$ cat src/rtl/shift_reg_universal.sv
// Universal shift register: hold, shift/rotate in both directions, parallel load,
// synchronous clear, plus an autonomous LSB-first burst that serialises a loaded word.
module shift_reg_universal #(
  parameter int unsigned      WIDTH     = 8,
  parameter logic [WIDTH-1:0] RESET_VAL = '0
) (
  input  logic             i_clk,
  input  logic             i_clr,
  input  logic [2:0]       i_mode,
  input  logic [WIDTH-1:0] i_d,
  input  logic             i_di,
  input  logic             i_start,
  output logic [WIDTH-1:0] o_q,
  output logic             o_do_c,
  output logic             o_busy,
  output logic             o_done
);

  localparam int unsigned CNT_W = $clog2(WIDTH);

  localparam logic [2:0] MODE_HOLD = 3'b000;
  localparam logic [2:0] MODE_SHR  = 3'b001;
  localparam logic [2:0] MODE_SHL  = 3'b010;
  localparam logic [2:0] MODE_ROR  = 3'b011;
  localparam logic [2:0] MODE_ROL  = 3'b100;
  localparam logic [2:0] MODE_LOAD = 3'b101;

  typedef enum logic {
    ST_IDLE  = 1'b0,
    ST_SHIFT = 1'b1
  } state_t;

  state_t             r_state;
  logic [WIDTH-1:0]   r_q;
  logic               r_dir;
  logic [CNT_W-1:0]   r_cnt;
  logic               r_busy;
  logic               r_done;

  logic [WIDTH-1:0]   w_shr;
  logic [WIDTH-1:0]   w_shl;
  logic [WIDTH-1:0]   w_ror;
  logic [WIDTH-1:0]   w_rol;

  // Candidate next values for every shift flavour
  assign w_shr = {i_di, r_q[WIDTH-1:1]};
  assign w_shl = {r_q[WIDTH-2:0], i_di};
  assign w_ror = {r_q[0], r_q[WIDTH-1:1]};
  assign w_rol = {r_q[WIDTH-2:0], r_q[WIDTH-1]};

  // State, datapath and burst sequencing; clr overrides everything
  always_ff @(posedge i_clk) begin
    if (i_clr) begin
      r_state <= ST_IDLE;
      r_q     <= RESET_VAL;
      r_dir   <= 1'b0;
      r_cnt   <= '0;
      r_busy  <= 1'b0;
      r_done  <= 1'b0;
    end else begin
      r_done <= 1'b0;
      case (r_state)
        ST_IDLE: begin
          if (i_start) begin
            r_q     <= i_d;
            r_dir   <= 1'b0;
            r_cnt   <= CNT_W'(WIDTH - 1);
            r_busy  <= 1'b1;
            r_state <= ST_SHIFT;
          end else begin
            case (i_mode)
              MODE_HOLD: r_q <= r_q;
              MODE_SHR: begin
                r_q   <= w_shr;
                r_dir <= 1'b0;
              end
              MODE_SHL: begin
                r_q   <= w_shl;
                r_dir <= 1'b1;
              end
              MODE_ROR: begin
                r_q   <= w_ror;
                r_dir <= 1'b0;
              end
              MODE_ROL: begin
                r_q   <= w_rol;
                r_dir <= 1'b1;
              end
              MODE_LOAD: r_q <= i_d;
              default:   r_q <= r_q;
            endcase
          end
        end
        ST_SHIFT: begin
          if (r_cnt != '0) begin
            r_q   <= w_shr;
            r_cnt <= r_cnt - CNT_W'(1);
          end else begin
            // Last burst cycle: a pending start chains the next burst with no gap
            r_done <= 1'b1;
            if (i_start) begin
              r_q   <= i_d;
              r_dir <= 1'b0;
              r_cnt <= CNT_W'(WIDTH - 1);
            end else begin
              r_busy  <= 1'b0;
              r_state <= ST_IDLE;
            end
          end
        end
        default: r_state <= ST_IDLE;
      endcase
    end
  end

  assign o_q    = r_q;
  assign o_busy = r_busy;
  assign o_done = r_done;
  // Shows the bit the next shift in the current direction will discard
  assign o_do_c = r_dir ? r_q[WIDTH-1] : r_q[0];

endmodule

$ cat config.mk
export PLATFORM = sky130hd
export DESIGN_NAME = shift_reg_universal
export DESIGN_NICKNAME = d
export VERILOG_FILES = /design/src/rtl/shift_reg_universal.sv
export SDC_FILE = /design/constraint.sdc
export NUM_CORES = 1
export LEC_CHECK = 0
export BUFFER_PORTS_ARGS = -buffer_cell sky130_fd_sc_hd__buf_2
export CORE_MARGIN = 2
export CORE_UTILIZATION = 40
export DETAILED_ROUTE_END_ITERATION = 10
export PLACE_DENSITY = 0.61
export SYNTH_ARGS = -nofsm -noshare
export SYNTH_HDL_FRONTEND = slang
export SYNTH_SLANG_ARGS = --single-unit
$ cat constraint.sdc
create_clock -name i_clk -period 3.4 [get_ports i_clk]
set_input_delay 0 -clock i_clk [delete_from_list [all_inputs] [get_ports i_clk]]
set_output_delay 0 -clock i_clk [all_outputs]
set_load 0.01 [all_outputs]
Yosys cells after proc, flatten, opt, wreduce, memory -nomap -nowiden
Index checks and enable logic that the tools add are counted.
{"block": "totals", "register_bits": 15, "in_bits": 15, "output_inout_bits": 11, "elab_cells": 49}
{"block": "classes", "n_addsub": 1, "eq_ne": 12, "n_mux": 22, "bitwise": 1, "reduce_logical": 7}
{"op": "$pmux W8 S5", "n": 1}
{"op": "$mux W8", "n": 3}
{"op": "$pmux W8 S2", "n": 1}
{"op": "$mux W1", "n": 10}
{"op": "$ne A2 B2 Y1 const B", "n": 4}
{"op": "$pmux W1 S2", "n": 4}
{"op": "$ne A7 B2 Y1 const B", "n": 1}
{"op": "$eq A3 B2 Y1 const B", "n": 2}
{"op": "$eq A3 B3 Y1 const B", "n": 2}
{"op": "$mux W3", "n": 2}
{"op": "$pmux W3 S2", "n": 1}
{"op": "$reduce_and A3 Y1", "n": 2}
{"op": "$reduce_or A2 Y1", "n": 3}
{"op": "$ne A4 B4 Y1 const B", "n": 1}
{"op": "$eq A3 B1 Y1 const B", "n": 1}
{"op": "$ne A3 B2 Y1 const B", "n": 1}
{"op": "$reduce_bool A3 Y1", "n": 1}
{"op": "$sub A3 B1 Y3 const B", "n": 1}
{"op": "$reduce_and A2 Y1", "n": 1}
{"op": "$not A1 Y1", "n": 1}

Longest topological paths before layout
Gate-level depths: netlist (run 1).
{"block": "depth", "depth_word": 5, "mapped_depth": 7}

Least setup slack after synthesis (run 1)
Ideal clock, no wire load.
{"block": "synth_path", "path_kind": "flip-flop to flip-flop", "startpoint": "reg r_cnt[0]", "endpoint": "reg r_q[7], in the netlist o_q[7]", "t_arrival_ns": 1.393, "required_time_ns": 3.309, "setup_slack_ns": 1.916, "path_stages_with_launch": 8, "n_path_buf": 1, "synth_period_minus_slack_ns": 1.484, "cell_sequence": "dfxtp_1 inv_1 ha_1 nor2b_1 nand2_1 and2_1 buf_2 a311oi_1"}
{"block": "synth_between", "elab_chain_cells": 3, "elab_cells_between_ends": 5, "cone_classes": "eq/ne (1); mux (2); reduce/logical (2)"}
{"item": "from (decl)", "line_no": "36", "rtl": "logic [CNT_W-1:0] r_cnt;"}
{"item": "from (signal assigned)", "line_no": "67", "rtl": "r_cnt <= CNT_W'(WIDTH - 1);"}
{"item": "from (signal assigned)", "line_no": "97", "rtl": "r_cnt <= r_cnt - CNT_W'(1);"}
{"item": "from (signal assigned)", "line_no": "104", "rtl": "r_cnt <= CNT_W'(WIDTH - 1);"}
{"item": "$reduce_bool A3 Y1 (*)", "line_no": "95", "rtl": "if (r_cnt != '0) begin"}
{"item": "$mux W8 or $ne A3 B2 Y1 (tied branches)"}
{"item": "$pmux W8 S2 or $reduce_and A2 Y1 (tied branches)"}
{"item": "to (signal assigned)", "line_no": "65", "rtl": "r_q <= i_d;"}
{"item": "to (signal assigned)", "line_no": "96", "rtl": "r_q <= w_shr;"}
{"item": "to (signal assigned)", "line_no": "102", "rtl": "r_q <= i_d;"}
{"item": "to (decl)", "line_no": "34", "rtl": "logic [WIDTH-1:0] r_q;"}
Every way passes the cells marked *; elsewhere a longest branch is shown, timed or not.
A chain may end at the register's enable or synchronous reset.

Final worst setup path (run 1)
{"block": "layout_path", "startpoint": "reg r_state", "endpoint": "reg r_q[3], in the netlist o_q[3]"}
{"block": "layout_between", "elab_chain_cells": 3, "elab_cells_between_ends": 5, "cone_classes": "eq/ne (2); mux (1); bitwise (1); reduce/logical (1)"}
{"item": "from (decl)", "line_no": "33", "rtl": "state_t r_state;"}
{"item": "from (signal assigned)", "line_no": "54", "rtl": "r_state <= ST_IDLE;"}
{"item": "from (signal assigned)", "line_no": "69", "rtl": "r_state <= ST_SHIFT;"}
{"item": "from (signal assigned)", "line_no": "107", "rtl": "r_state <= ST_IDLE;"}
{"item": "$not A1 Y1 (no line)"}
{"item": "$ne A7 B2 Y1 (no line)"}
{"item": "$reduce_and A2 Y1 (no line)"}
{"item": "to (signal assigned)", "line_no": "65"}
{"item": "to (signal assigned)", "line_no": "72", "rtl": "MODE_HOLD: r_q <= r_q;"}
{"item": "to (signal assigned)", "line_no": "74", "rtl": "r_q <= w_shr;"}
Several ways; a longest one is shown, not always the timed one.

==> results_tabular.tex, run 1 <==
\begin{tabular}{lr}
\hline
Metric & Value \\
\hline
\multicolumn{2}{l}{\textbf{Clock tree}} \\
\quad TritonCTS clock tree & built \\
\quad Clock buffers created by TritonCTS & 3 \\
\quad Setup repair bufs after CTS & 0 \\
\quad \# H-tree levels & 1 \\
\quad Hold Buf Count CTS & 0 \\
\quad Buffer cell driving the clock tree root & sky130\_fd\_sc\_hd\_\_clkbuf\_4 \\
\quad Buffer levels on the longest clock path & 2 \\
\quad Cts repair resizes & 0 \\
\quad Worst-skew pair later-pin latency & approximately 280 ps \\
\quad Clock slew at the register clock pins of the worst setup and hold paths & roughly 90 ps \\
\quad Number of sinks on the clock net & 15 \\
\multicolumn{2}{l}{\textbf{Power}} \\
\quad Worst IR drop on VDD & $\sim$0.22 mV \\
\quad Total power per unit cell area & $\sim$410 nW/µm² \\
\quad Portion of total power attributed to sequential cells & 48.2\% \\
\quad Internal power component & 0.297 mW \\
\quad Comb power frac & about 29\% \\
\quad Static leakage & 0.445 nW \\
\quad Switching part of the total power & 33.4\% \\
\quad Switching power of the nets & around 0.15 mW \\
\quad Part of the total power dissipated in the clock network & a little under a quarter \\
\multicolumn{2}{l}{\textbf{Global route}} \\
\quad Fraction of met3 tracks used by global routing & 2.57\% \\
\quad Met2 routing resource usage after global routing & 25.2\% \\
\quad Overall Global Routing Usage & between 10\% and 20\% \\
\quad Number of antenna violations at the first check in global routing & 0 \\
\quad Highest-utilization routing layer at the global route stage & met1 \\
\quad Number of global-route vias before repair & $\sim$800 \\
\quad Leftover overflow at the end of global routing & 0 \\
\quad Wire length of the first global-routing pass & about 3.7 mm \\
\quad Met1 capacity usage during global routing & $\sim$28\% \\
\quad Maximum number of pins on one net before global-route repair & 16 \\
\multicolumn{2}{l}{\textbf{Yosys}} \\
\quad Synth Cell Area & roughly 950 µm² \\
\quad Mapped Nets & around 130 \\
\quad YS warnings & 0 \\
\quad Portion of synthesized cell area occupied by the leading cell type & 31.7\% \\
\quad Area fraction in and, or, nand and nor cells after synthesis & 20.2\% \\
\quad Total of flip-flops plus latches after synthesis & 15 \\
\quad Fraction of registers with async set/reset & 0\% \\
\quad EDFF count, synth & 0 \\
\quad Share of synthesized cell area in full adder, half adder and majority cells & around 5.3\% \\
\quad Most instantiated library cell after synthesis & sky130\_fd\_sc\_hd\_\_dfxtp\_1 \\
\quad Unique cell type count in the Yosys netlist & 37 \\
\quad Synthesized area per cell & 8.78 µm² \\
\quad Part of the Yosys area used for sequential elements & a little under a third \\
\quad Most frequent cells after synthesis & 15 x sky130\_fd\_sc\_hd\_\_dfxtp\_1, 11 x sky130\_fd\_sc\_hd\_\_a21oi\_1, 9 x sky130\_fd\_sc\_hd\_\_a22oi\_1 \\
\quad Synthesized instance count & about 110 \\
\quad Largest family of logic cells by synthesized area & compound AO/OA/AOI/OAI gates \\
\quad Compound-Gate Fraction of Synth Area & approximately a third \\
\quad Synth Area in XOR/XNOR & less than 1\% \\
\quad Top cells by area in the synthesized netlist & sky130\_fd\_sc\_hd\_\_dfxtp\_1 32\%, sky130\_fd\_sc\_hd\_\_a311oi\_1 7.4\%, sky130\_fd\_sc\_hd\_\_a22oi\_1 7.1\% \\
\quad Most common flop cell mapped by yosys & sky130\_fd\_sc\_hd\_\_dfxtp\_1 \\
\quad Share of cell area taken by muxes after synthesis & $\sim$4.5\% \\
\quad Yosys top cell by area & sky130\_fd\_sc\_hd\_\_dfxtp\_1 \\
\multicolumn{2}{l}{\textbf{Detailed routing}} \\
\quad Post-route ant nets & 0 \\
\quad Detailed-route wire length per cell & $\sim$15 µm \\
\quad Count of unresolved DRC violations after routing & 0 \\
\quad Number of search-and-repair iterations in the first detailed-routing pass & 4 \\
\quad Final Routed Wirelength & between 2 and 2.5 mm \\
\quad Initial DRC count & 19 \\
\quad Via total after detailed routing & between 900 and 1,000 \\
\quad Detail-routed via count per cell & $\sim$6.0 \\
\multicolumn{2}{l}{\textbf{Floorplanning}} \\
\quad Floorplan core area & around 2200 µm² \\
\quad Cell row count & 17 \\
\quad Die Height & between 50 and 60 µm \\
\quad Die Outline Area & 2780 µm² \\
\quad Number of top-level design ports & 26 \\
\quad Horizontal extent of the die & $\sim$53 µm \\
\quad Initial standard-cell utilization of the core & a little over two fifths \\
\multicolumn{2}{l}{\textbf{Critical path}} \\
\quad Endpoint class of the critical path & flip-flop \\
\quad Worst setup path startpoint & r\_state\$\_SDFF\_PP0\_ \\
\quad R2R cell count & 4 \\
\quad Crit path required time & between 3000 and 4000 ps \\
\quad Maximum fanout along the worst path & 11 \\
\quad RR Endpoint & o\_q[3]\$\_SDFFE\_PP0P\_ \\
\quad Worst path arrival time & about 2100 ps \\
\quad Setup crit start kind & flip-flop \\
\quad Beginning of the worst register-to-register path & r\_state\$\_SDFF\_PP0\_ \\
\quad Setup CP Type & flip-flop to flip-flop \\
\quad Minimum setup slack among reg-to-reg paths & around 1500 ps \\
\multicolumn{2}{l}{\textbf{Timing}} \\
\quad Time the worst path needs with I/O delays and setup & around 1900 ps \\
\quad Final max-slew violation count & 0 \\
\quad RSZ-0062 raised after global routing & false \\
\quad Post-route clock skew & a little over 0.6 ps \\
\quad Worst-Margin Slew & 563 ps \\
\quad Setup violators final & 0 \\
\quad Max-slew headroom at the worst pin & between 60\% and 70\% \\
\quad Ratio of final minimum period to clock period & a little under three fifths \\
\quad Worst hold-check slack & between 60 and 70 ps \\
\quad Accumulated negative setup slack & 0 ps \\
\quad Final number of hold-violating endpoints & 0 \\
\quad Timing-limited maximum frequency & $\sim$0.53 GHz \\
\multicolumn{2}{l}{\textbf{Finish}} \\
\quad NumNets Final & around 150 \\
\quad Fraction of layout cells with a size suffix above 1 & 26.0\% \\
\quad Area added between synthesis and finish & 15.4\% \\
\quad Combined area of the multi-input logic cells & 593 µm² \\
\quad Inserted Diodes & 0 \\
\quad Area of all sequential standard cells & about 300 µm² \\
\quad Post-route cell area & $\sim$1100 µm² \\
\quad Number of fill cells & roughly 230 \\
\multicolumn{2}{l}{\textbf{Place}} \\
\quad Estimated wirelength of the detail-placed design & between 1.5 and 2 mm \\
\quad Placer Congestion & between 0.8 and 0.9 \\
\quad Post-placement cell area & 1070 µm² \\
\quad Number of port buffers & 25 \\
\multicolumn{2}{l}{\textbf{Run status}} \\
\quad Outcome & complete, no violations \\
\multicolumn{2}{l}{\textbf{Worst hold path}} \\
\quad Path type of the worst min-delay path & primary input to flip-flop \\
\quad Worst hold endpoint & o\_busy\$\_SDFFE\_PP0P\_ \\
\quad Worst Min Path Start & i\_clr \\
\quad Number of cells traversed by the worst hold path & 2 \\
\multicolumn{2}{l}{\textbf{Flow run}} \\
\quad Max Cap Violations & 0 \\
\hline
\end{tabular}
## metal layers
metal | up-vias | part of all wire (%)
met5 | - | 0
met4 | 0 | 1.3
met3 | 4 | 6.3
met2 | 29 | 43
met1 | 457 | 49
li1 | 465 | -
## stage by stage
stage	utilization [%]	power (mW)	std cells	worst slack, ps
after CTS	49.0	0.448	159	1520
after global placement	47.8	0.345	155	1690
after detailed placement	47.8	0.346	155	1570
after global routing	49.0	0.475	159	1310
final	49.0	0.445	159	1520
after floorplan	-	0.305	108	1920
## power by group through the flow
stage / clock network [mW] / logic, mW / registers, mW
floorplan: 0 / 0.0864 / 0.218
global placement: 0 / 0.126 / 0.218
detailed placement: 0 / 0.128 / 0.218
CTS: 0.105 / 0.129 / 0.214
global route: 0.114 / 0.144 / 0.217
finish: 0.102 / 0.128 / 0.215
## how the worst max path moves through the flow
stage / cells after the start / to / slack, ps
finish: 4 / o_q[3]$_SDFFE_PP0P_ / 1520
global route: 4 / o_q[3]$_SDFFE_PP0P_ / 1310
CTS: 4 / o_q[3]$_SDFFE_PP0P_ / 1520
detailed placement: 4 / o_q[3]$_SDFFE_PP0P_ / 1570
global placement: 4 / o_q[4]$_SDFFE_PP0P_ / 1690
floorplan: 7 / o_q[7]$_SDFFE_PP0P_ / 1920
## cell type report
class | count | area share, %
clock buffers | 4 | 2.40
inverters | 4 | 1.37
repair buffers | 25 | 11.4
well taps | 28 | 3.20
multi-input cells | 83 | 54.2
flip-flops and latches | 15 | 27.4
## critical path, cell delays in order, from the launching register on
cell and delay (ps):
sky130_fd_sc_hd__dfxtp_1 600, sky130_fd_sc_hd__nor2_1 190, sky130_fd_sc_hd__a22oi_1 500, sky130_fd_sc_hd__a22oi_1 190
sky130_fd_sc_hd__a311oi_1 300
## registers in the layout, indices dropped and copies added (netlist names)
name / flops
o_q: 8
r_cnt: 3
o_busy: 1
o_done: 1
r_dir: 1
r_state: 1
## placed cells by master, fill, tap and decap left out, drive strengths merged, types with 2 or more instances in the layout
| master | synthesis | final |
|---|---|---|
| nor2b | 3 | 3 |
| buf | 5 | 25 |
| mux2 | 2 | 2 |
| nand2 | 7 | 7 |
| a22oi | 9 | 9 |
| nor2 | 6 | 6 |
| a21oi | 11 | 11 |
| nand2b | 3 | 3 |
| nor3b | 2 | 2 |
| ha | 4 | 4 |
| a311oi | 8 | 8 |
| o21ai | 3 | 3 |
| nor3 | 3 | 3 |
| inv | 4 | 4 |
| mux2i | 2 | 2 |
| and2 | 2 | 2 |
| a211oi | 3 | 3 |
| clkbuf | 1 | 4 |
| dfxtp | 15 | 15 |
## cells by family after synthesis
group,Yosys count
flops,15
mux,4
simple gates,33
buf+inv,10
xor+xnor,1
compound gates,41
fa+ha+maj,4
Note: power is estimated with default switching activity, not from simulation.
==> run 2, diff against run 1 <==
- ABC_AREA: unset -> 1
- PLACE_DENSITY: 0.61 -> 0.59
- clock period: 3.4 -> 1.92 ns (I/O delays scaled with it)
==> results_tabular.tex, run 2 <==
\begin{tabular}{lr}
\hline
Metric & Value \\
\hline
\multicolumn{2}{l}{\textbf{Run status}} \\
\quad Outcome & complete, no violations \\
\multicolumn{2}{l}{\textbf{Timing}} \\
\quad RSZ-0062 raised after global routing & false \\
\quad Final max-slew violation count & 0 (unchanged) \\
\quad Max-slew headroom at the worst pin & 67.0\% (+4.5 points) \\
\quad Post-route clock skew & 10.4 ps (+9.83 ps) \\
\quad Time the worst path needs with I/O delays and setup & 1670 ps (-217 ps) \\
\quad Setup violators final & 0 (unchanged) \\
\quad Timing-limited maximum frequency & 0.600 GHz (+13\%) \\
\quad Accumulated negative setup slack & 0 ps (unchanged) \\
\quad Ratio of final minimum period to clock period & 86.8\% (+31 points) \\
\quad Setup ws final & 253 ps (-1260 ps) \\
\quad Worst-Margin Slew & 494 ps (-68.4 ps) \\
\quad Final number of hold-violating endpoints & 0 (unchanged) \\
\multicolumn{2}{l}{\textbf{Detailed routing}} \\
\quad Count of unresolved DRC violations after routing & 0 (unchanged) \\
\quad Initial DRC count & 59 (+40) \\
\quad Number of search-and-repair iterations in the first detailed-routing pass & 4 (unchanged) \\
\quad Detailed-route wire length per cell & 12.2 µm (-16\%) \\
\quad Detail-routed via count per cell & 5.13 (-15\%) \\
\quad Post-route ant nets & 0 (unchanged) \\
\quad Via total after detailed routing & 1,206 (+26\%) \\
\quad Final Routed Wirelength & 2.87 mm (+24\%) \\
\multicolumn{2}{l}{\textbf{Floorplanning}} \\
\quad Initial standard-cell utilization of the core & 41.2\% (-1.2 points) \\
\quad Floorplan core area & 2690 µm² (+20\%) \\
\quad Die Height & 56.6 µm (+7.4\%) \\
\quad Horizontal extent of the die & 56.6 µm (+7.4\%) \\
\quad Number of top-level design ports & 26 (unchanged) \\
\quad Cell row count & 19 (+2) \\
\quad Die Outline Area & 3210 µm² (+15\%) \\
\multicolumn{2}{l}{\textbf{Power}} \\
\quad Comb power frac & 33.0\% (+4.2 points) \\
\quad Switching part of the total power & 37.8\% (+4.3 points) \\
\quad Worst IR drop on VDD & 0.391 mV (+76\%) \\
\quad Switching power of the nets & 0.323 mW (+120\%) \\
\quad Portion of total power attributed to sequential cells & 45.1\% (-3.1 points) \\
\quad Internal power component & 0.533 mW (+80\%) \\
\quad Part of the total power dissipated in the clock network & 22.0\% (-1.0 points) \\
\quad Power Total & 0.856 mW (+92\%) \\
\quad Total power per unit cell area & 670 nW/µm² (+65\%) \\
\quad Static leakage & 0.682 nW (+53\%) \\
\multicolumn{2}{l}{\textbf{Yosys}} \\
\quad Synthesized area per cell & 6.22 µm² (-29\%) \\
\quad Compound-Gate Fraction of Synth Area & 12.1\% (-20 points) \\
\quad Mapped Nets & 197 (+55\%) \\
\quad Yosys top cell by area & sky130\_fd\_sc\_hd\_\_dfxtp\_1 \\
\quad Share of synthesized cell area in full adder, half adder and majority cells & 4.52\% (-0.76 points) \\
\quad Most frequent cells after synthesis & 40 x sky130\_fd\_sc\_hd\_\_nand2\_1, 21 x sky130\_fd\_sc\_hd\_\_nor2\_1, 20 x sky130\_fd\_sc\_hd\_\_nand3\_1 \\
\quad Most instantiated library cell after synthesis & sky130\_fd\_sc\_hd\_\_nand2\_1 \\
\quad Area fraction in and, or, nand and nor cells after synthesis & 43.2\% (+23 points) \\
\quad Part of the Yosys area used for sequential elements & 27.1\% (-4.5 points) \\
\quad Largest family of logic cells by synthesized area & simple AND/OR/NAND/NOR gates \\
\quad Synth Cell Area & 1110 µm² (+17\%) \\
\quad EDFF count, synth & 0 (unchanged) \\
\quad Fraction of registers with async set/reset & 0\% (unchanged) \\
\quad Top cells by area in the synthesized netlist & sky130\_fd\_sc\_hd\_\_dfxtp\_1 27\%, sky130\_fd\_sc\_hd\_\_nand2\_1 14\%, sky130\_fd\_sc\_hd\_\_nand3\_1 9.0\% \\
\quad Portion of synthesized cell area occupied by the leading cell type & 27.1\% (-4.5 points) \\
\quad Share of cell area taken by muxes after synthesis & 1.02\% (-3.5 points) \\
\quad Most common flop cell mapped by yosys & sky130\_fd\_sc\_hd\_\_dfxtp\_1 \\
\quad Synth Area in XOR/XNOR & 0.791\% (-0.13 points) \\
\quad Total of flip-flops plus latches after synthesis & 15 (unchanged) \\
\quad Synthesized instance count & 178 (+65\%) \\
\quad Unique cell type count in the Yosys netlist & 23 (-38\%) \\
\quad YS warnings & 0 (unchanged) \\
\multicolumn{2}{l}{\textbf{Finish}} \\
\quad Non-filler cells in the finished layout & 235 (+48\%) \\
\quad Highest-count cells in the layout ignoring fill and taps & 40 x sky130\_fd\_sc\_hd\_\_nand2\_1, 25 x sky130\_fd\_sc\_hd\_\_buf\_2, 21 x sky130\_fd\_sc\_hd\_\_nor2\_1 \\
\quad Combined area of the multi-input logic cells & 682 µm² (+15\%) \\
\quad Post-route cell area & 1280 µm² (+17\%) \\
\quad Inserted Diodes & 0 (unchanged) \\
\quad NumNets Final & 224 (+48\%) \\
\quad Area added between synthesis and finish & 15.3\% \\
\quad Number of fill cells & 307 (+33\%) \\
\quad Fraction of layout cells with a size suffix above 1 & 23.0\% (-2.9 points) \\
\quad Area of all sequential standard cells & 300 µm² (unchanged) \\
\quad Flip-flop count of the largest register after layout & 8 (unchanged) \\
\quad Most common library cell in the layout ignoring fill and taps & sky130\_fd\_sc\_hd\_\_nand2\_1 \\
\multicolumn{2}{l}{\textbf{Global route}} \\
\quad Number of antenna violations at the first check in global routing & 0 (unchanged) \\
\quad Leftover overflow at the end of global routing & 0 (unchanged) \\
\quad Number of global-route vias before repair & 1,181 (+47\%) \\
\quad Overall Global Routing Usage & 20.2\% (+1.9 points) \\
\quad Wire length of the first global-routing pass & 5.09 mm (+36\%) \\
\quad Maximum number of pins on one net before global-route repair & 15 (-1) \\
\multicolumn{2}{l}{\textbf{Critical path}} \\
\quad Maximum fanout along the worst path & 11 (unchanged) \\
\quad Max stage delay cell, worst path & sky130\_fd\_sc\_hd\_\_nor2\_2 \\
\quad Critical path's largest stage delay & 410 ps (-190 ps) \\
\quad Setup CP Type & flip-flop to flip-flop \\
\quad R2R cell count & 10 (+6) \\
\quad Number of cells on the critical path & 10 (+6) \\
\quad Buf/Inv on CP & 3 (+3) \\
\quad Worst path arrival time & 1860 ps (-210 ps) \\
\quad Setup crit start kind & flip-flop \\
\quad Largest delay share family, worst path & simple AND/OR/NAND/NOR gates \\
\quad Cell-by-cell trace of the critical path & inv\_1 > ha\_1 > inv\_1 > nor2\_2 > nand2\_2 > inv\_1 > nor2\_2 > nand3\_2 > nor2\_1 > nor2\_1 \\
\quad Most common cell on crit path & sky130\_fd\_sc\_hd\_\_inv\_1 \\
\quad Endpoint class of the critical path & flip-flop \\
\quad Crit path required time & 2110 ps (-1480 ps) \\
\multicolumn{2}{l}{\textbf{Worst hold path}} \\
\quad Number of cells traversed by the worst hold path & 5 (+3) \\
\quad Path type of the worst min-delay path & primary input to flip-flop \\
\multicolumn{2}{l}{\textbf{Clock tree}} \\
\quad Clock slew at the register clock pins of the worst setup and hold paths & 100 ps (about the same) \\
\quad Buffer levels on the longest clock path & 2 (unchanged) \\
\quad Number of sinks on the clock net & 15 (unchanged) \\
\quad \# H-tree levels & 1 (unchanged) \\
\quad Setup repair bufs after CTS & 0 (unchanged) \\
\quad Buffer cell driving the clock tree root & sky130\_fd\_sc\_hd\_\_clkbuf\_4 \\
\quad TritonCTS clock tree & built \\
\quad Clock buffers created by TritonCTS & 3 (unchanged) \\
\quad Worst-skew pair later-pin latency & 290 ps (about the same) \\
\multicolumn{2}{l}{\textbf{Place}} \\
\quad Cells after DPL & 230 (+48\%) \\
\quad Post-placement cell area & 1240 µm² (+16\%) \\
\quad Post-placement worst setup slack & 283 ps (-1290 ps) \\
\quad Number of port buffers & 25 (unchanged) \\
\quad Placer Congestion & 0.807 (-5.7\%) \\
\quad Estimated wirelength of the detail-placed design & 2.15 mm (+28\%) \\
\multicolumn{2}{l}{\textbf{Flow run}} \\
\quad Max Cap Violations & 0 (unchanged) \\
\hline
\end{tabular}
## run 2: cell types whose count changed after synthesis, moves of 7 or more
cell,change
sky130_fd_sc_hd__nand3_1,+19
sky130_fd_sc_hd__inv_1,+15
sky130_fd_sc_hd__nor2_1,+15
sky130_fd_sc_hd__nand2_1,+33
sky130_fd_sc_hd__a311oi_1,-7
sky130_fd_sc_hd__nand4_1,+7
sky130_fd_sc_hd__a22oi_1,-9
## run 2: cells by family after synthesis
logic type / count (synthesis)
muxes: 1
AOI/OAI and AO/OA: 26
buffers and inverters: 29
DFF: 15
and+or+nand+nor: 102
xor gates and xnor gates: 1
adders and majority gates: 4
## run 2: final cells by class
class,instances,share of cell area (%)
flip-flops and latches,15,23.5
well taps,31,3.04
repair buffers,26,10.6
clock buffers,4,2.06
inverters,25,7.35
multi-input cells,134,53.4
## run 2: worst min-delay path: stages
cell	delay, ps
sky130_fd_sc_hd__buf_2	100
sky130_fd_sc_hd__nand3_1	60
sky130_fd_sc_hd__nand2_1	50
sky130_fd_sc_hd__inv_1	40
sky130_fd_sc_hd__a21oi_1	50
## run 2: final timing paths
path	from	endpoint	slack (ps)
max	r_cnt[0]$_SDFF_PP0_	o_q[2]$_SDFFE_PP0P_	250
max reg2reg	r_cnt[0]$_SDFF_PP0_	o_q[2]$_SDFFE_PP0P_	250
min reg2reg	r_dir$_SDFFE_PP0P_	r_dir$_SDFFE_PP0P_	470
min	i_d[6]	o_q[6]$_SDFFE_PP0P_	60
## run 2: what timing repair did
action                    in CTS  in global routing
resized for setup              0                  0
hold buffers                   1                  0
hold endpoints to repair       4                  0
## run 2: per-stage QoR
step	utilization (%)	hold WS [ps]
final	47.5	58.1
after global routing	47.5	51.9
after CTS	47.5	59.3
after detailed placement	46.2	230
after global placement	46.2	230
after floorplan	-	69.1
## run 2: power groups by stage
stage          clock network [mW]  registers (mW)  logic, mW
2_1_floorplan                   0           0.395      0.190
3_3_place_gp                    0           0.392      0.278
3_5_place_dp                    0           0.393      0.280
4_1_cts                     0.192           0.385      0.283
5_1_grt                     0.213           0.392      0.323
6_report                    0.188           0.386      0.282
## run 2: routing by layer
layer  GRT usage [%]  share of wire (%)  vias to the layer above
li1                -                  -                      633
met1            27.8                 47                      535
met2            30.1                 46                       32
met3            3.00                4.8                        6
met4            11.2                1.5                        0
met5               0                  0                        -
==> run 3, diff against run 2 <==
- ABC_AREA: 1 -> unset
- CAP_MARGIN: unset -> 20
- PLACE_DENSITY: 0.59 -> 0.61
==> results_tabular.tex, run 3 (synthesis results as in run 1) <==
\begin{tabular}{lr}
\hline
Metric & Value \\
\hline
\multicolumn{2}{l}{\textbf{Finish}} \\
\quad Area added between synthesis and finish & 17.9\% \\
\quad Fraction of layout cells with a size suffix above 1 & 28.4\% (+5.3 points) \\
\quad NumNets Final & 154 (-31\%) \\
\quad Inserted Diodes & 0 (unchanged) \\
\quad Post-route cell area & 1120 µm² (-12\%) \\
\quad Most common library cell in the layout ignoring fill and taps & sky130\_fd\_sc\_hd\_\_buf\_2 \\
\quad Highest-count cells in the layout ignoring fill and taps & 25 x sky130\_fd\_sc\_hd\_\_buf\_2, 15 x sky130\_fd\_sc\_hd\_\_dfxtp\_1, 11 x sky130\_fd\_sc\_hd\_\_a21oi\_1 \\
\quad Flip-flop count of the largest register after layout & 8 (unchanged) \\
\multicolumn{2}{l}{\textbf{Global route}} \\
\quad Leftover overflow at the end of global routing & 0 (unchanged) \\
\quad Overall Global Routing Usage & 18.4\% (-1.8 points) \\
\quad Wire length of the first global-routing pass & 3.77 mm (-26\%) \\
\quad Maximum number of pins on one net before global-route repair & 16 (+1) \\
\quad Number of global-route vias before repair & 834 (-29\%) \\
\quad Number of antenna violations at the first check in global routing & 0 (unchanged) \\
\multicolumn{2}{l}{\textbf{Detailed routing}} \\
\quad Post-route ant nets & 0 (unchanged) \\
\quad Count of unresolved DRC violations after routing & 0 (unchanged) \\
\quad Number of search-and-repair iterations in the first detailed-routing pass & 4 (unchanged) \\
\quad Detail-routed via count per cell & 5.73 (+12\%) \\
\quad Detailed-route wire length per cell & 14.1 µm (+16\%) \\
\quad Via total after detailed routing & 929 (-23\%) \\
\quad Final Routed Wirelength & 2.29 mm (-20\%) \\
\quad Initial DRC count & 34 (-42\%) \\
\multicolumn{2}{l}{\textbf{Timing}} \\
\quad Accumulated negative setup slack & 0 ps (unchanged) \\
\quad Ratio of final minimum period to clock period & 87.8\% (+0.92 points) \\
\quad Worst-Margin Slew & 437 ps (-57.9 ps) \\
\quad Final number of hold-violating endpoints & 0 (unchanged) \\
\quad Final max-slew violation count & 0 (unchanged) \\
\quad Post-route clock skew & 6.19 ps (-4.25 ps) \\
\quad Setup violators final & 0 (unchanged) \\
\quad Setup ws final & 235 ps (-17.7 ps) \\
\quad Worst hold-check slack & 59.1 ps (+0.920 ps) \\
\quad Max-slew headroom at the worst pin & 70.9\% (+3.9 points) \\
\quad Time the worst path needs with I/O delays and setup & 1680 ps (+17.7 ps) \\
\quad RSZ-0062 raised after global routing & false \\
\quad Timing-limited maximum frequency & 0.594 GHz (-1.1\%) \\
\multicolumn{2}{l}{\textbf{Floorplanning}} \\
\quad Floorplan core area & 2230 µm² (-17\%) \\
\quad Initial standard-cell utilization of the core & 42.5\% (+1.2 points) \\
\quad Die Height & 52.7 µm (-6.9\%) \\
\quad Die Outline Area & 2780 µm² (-13\%) \\
\quad Number of top-level design ports & 26 (unchanged) \\
\quad Cell row count & 17 (-2) \\
\quad Horizontal extent of the die & 52.7 µm (-6.9\%) \\
\multicolumn{2}{l}{\textbf{Clock tree}} \\
\quad Clock buffers created by TritonCTS & 3 (unchanged) \\
\quad Clock slew at the register clock pins of the worst setup and hold paths & 100 ps (about the same) \\
\quad Number of sinks on the clock net & 15 (unchanged) \\
\quad Buffer levels on the longest clock path & 2 (unchanged) \\
\quad Worst-skew pair later-pin latency & 280 ps (about the same) \\
\quad \# H-tree levels & 1 (unchanged) \\
\quad Cts repair resizes & 0 (unchanged) \\
\quad Hold Buf Count CTS & 0 (-1) \\
\quad Buffer cell driving the clock tree root & sky130\_fd\_sc\_hd\_\_clkbuf\_4 \\
\quad Setup repair bufs after CTS & 0 (unchanged) \\
\quad TritonCTS clock tree & built \\
\multicolumn{2}{l}{\textbf{Place}} \\
\quad Number of port buffers & 25 (unchanged) \\
\quad Estimated wirelength of the detail-placed design & 1.68 mm (-21\%) \\
\quad Post-placement cell area & 1090 µm² (-12\%) \\
\quad Post-placement worst setup slack & 291 ps (+8.42 ps) \\
\quad Placer Congestion & 0.794 (-1.6\%) \\
\multicolumn{2}{l}{\textbf{Flow run}} \\
\quad Max Cap Violations & 0 (unchanged) \\
\multicolumn{2}{l}{\textbf{Critical path}} \\
\quad Endpoint class of the critical path & flip-flop \\
\quad Maximum fanout along the worst path & 11 (unchanged) \\
\quad Critical path's largest stage delay & 450 ps (+40 ps) \\
\quad Setup crit start kind & flip-flop \\
\quad Max stage delay cell, worst path & sky130\_fd\_sc\_hd\_\_dfxtp\_1 \\
\quad Largest delay share family, worst path & simple AND/OR/NAND/NOR gates \\
\quad Worst path arrival time & 1880 ps (+20 ps) \\
\quad Setup CP Type & flip-flop to flip-flop \\
\quad Buf/Inv on CP & 0 (-3) \\
\quad Cell-by-cell trace of the critical path & nor2\_1 > o21ai\_2 > and2\_1 > a311oi\_1 \\
\quad Crit path required time & 2120 ps (about the same) \\
\multicolumn{2}{l}{\textbf{Run status}} \\
\quad Outcome & complete, no violations \\
\multicolumn{2}{l}{\textbf{Power}} \\
\quad Power Total & 0.799 mW (-6.6\%) \\
\quad Static leakage & 0.461 nW (-32\%) \\
\quad Total power per unit cell area & 714 nW/µm² (+6.6\%) \\
\quad Worst IR drop on VDD & 0.293 mV (-25\%) \\
\multicolumn{2}{l}{\textbf{Worst hold path}} \\
\quad Path type of the worst min-delay path & primary input to flip-flop \\
\hline
\end{tabular}
-- run 3: power by group --
group          leakage [nW]  switching, mW  total [mW]  internal [mW]
Sequential            0.124         0.0362       0.381          0.344
Combinational         0.319          0.126       0.233          0.107
Clock                0.0177          0.108       0.185         0.0773
-- run 3: path summary, 6_finish.rpt --
path | start | endpoint | slack (ps) | depth (start not counted)
max | r_state$_SDFF_PP0_ | o_q[4]$_SDFFE_PP0P_ | 240 | 4
min | i_clr | o_busy$_SDFFE_PP0P_ | 60 | 2
max reg2reg | r_state$_SDFF_PP0_ | o_q[4]$_SDFFE_PP0P_ | 240 | 4
min reg2reg | o_busy$_SDFFE_PP0P_ | o_busy$_SDFFE_PP0P_ | 510 | 2
-- run 3: through the flow --
step | util, % | std cells
after floorplan | - | 108
after global placement | 48.9 | 158
after detailed placement | 48.9 | 158
after CTS | 50.1 | 162
after global routing | 50.1 | 162
final | 50.1 | 162
-- run 3: metal layers --
layer  track usage, %  part of all wire, %  up-vias
li1                 -                    -      466
met1             27.0                   49      433
met2             26.5                   45       28
met3             2.57                  5.6        2
met4             7.69                 0.74        0
met5                0                    0        -
-- run 3: area by class of cell --
cell class | count | area (µm²)
Clock inverter | 1 | 5.00
Inverter | 4 | 15.0
Tap cell | 28 | 35.0
Fill cell | 234 | 1110
Timing Repair Buffer | 28 | 148
Sequential cell | 15 | 300
Clock buffer | 3 | 22.5
Multi-Input combinational cell | 83 | 593
-- run 3: worst reg2reg max path, stage by stage, from the launching register on --
cell	delay, ps
sky130_fd_sc_hd__dfxtp_1	450
sky130_fd_sc_hd__nor2_1	360
sky130_fd_sc_hd__o21ai_2	220
sky130_fd_sc_hd__and2_1	310
sky130_fd_sc_hd__a311oi_1	250
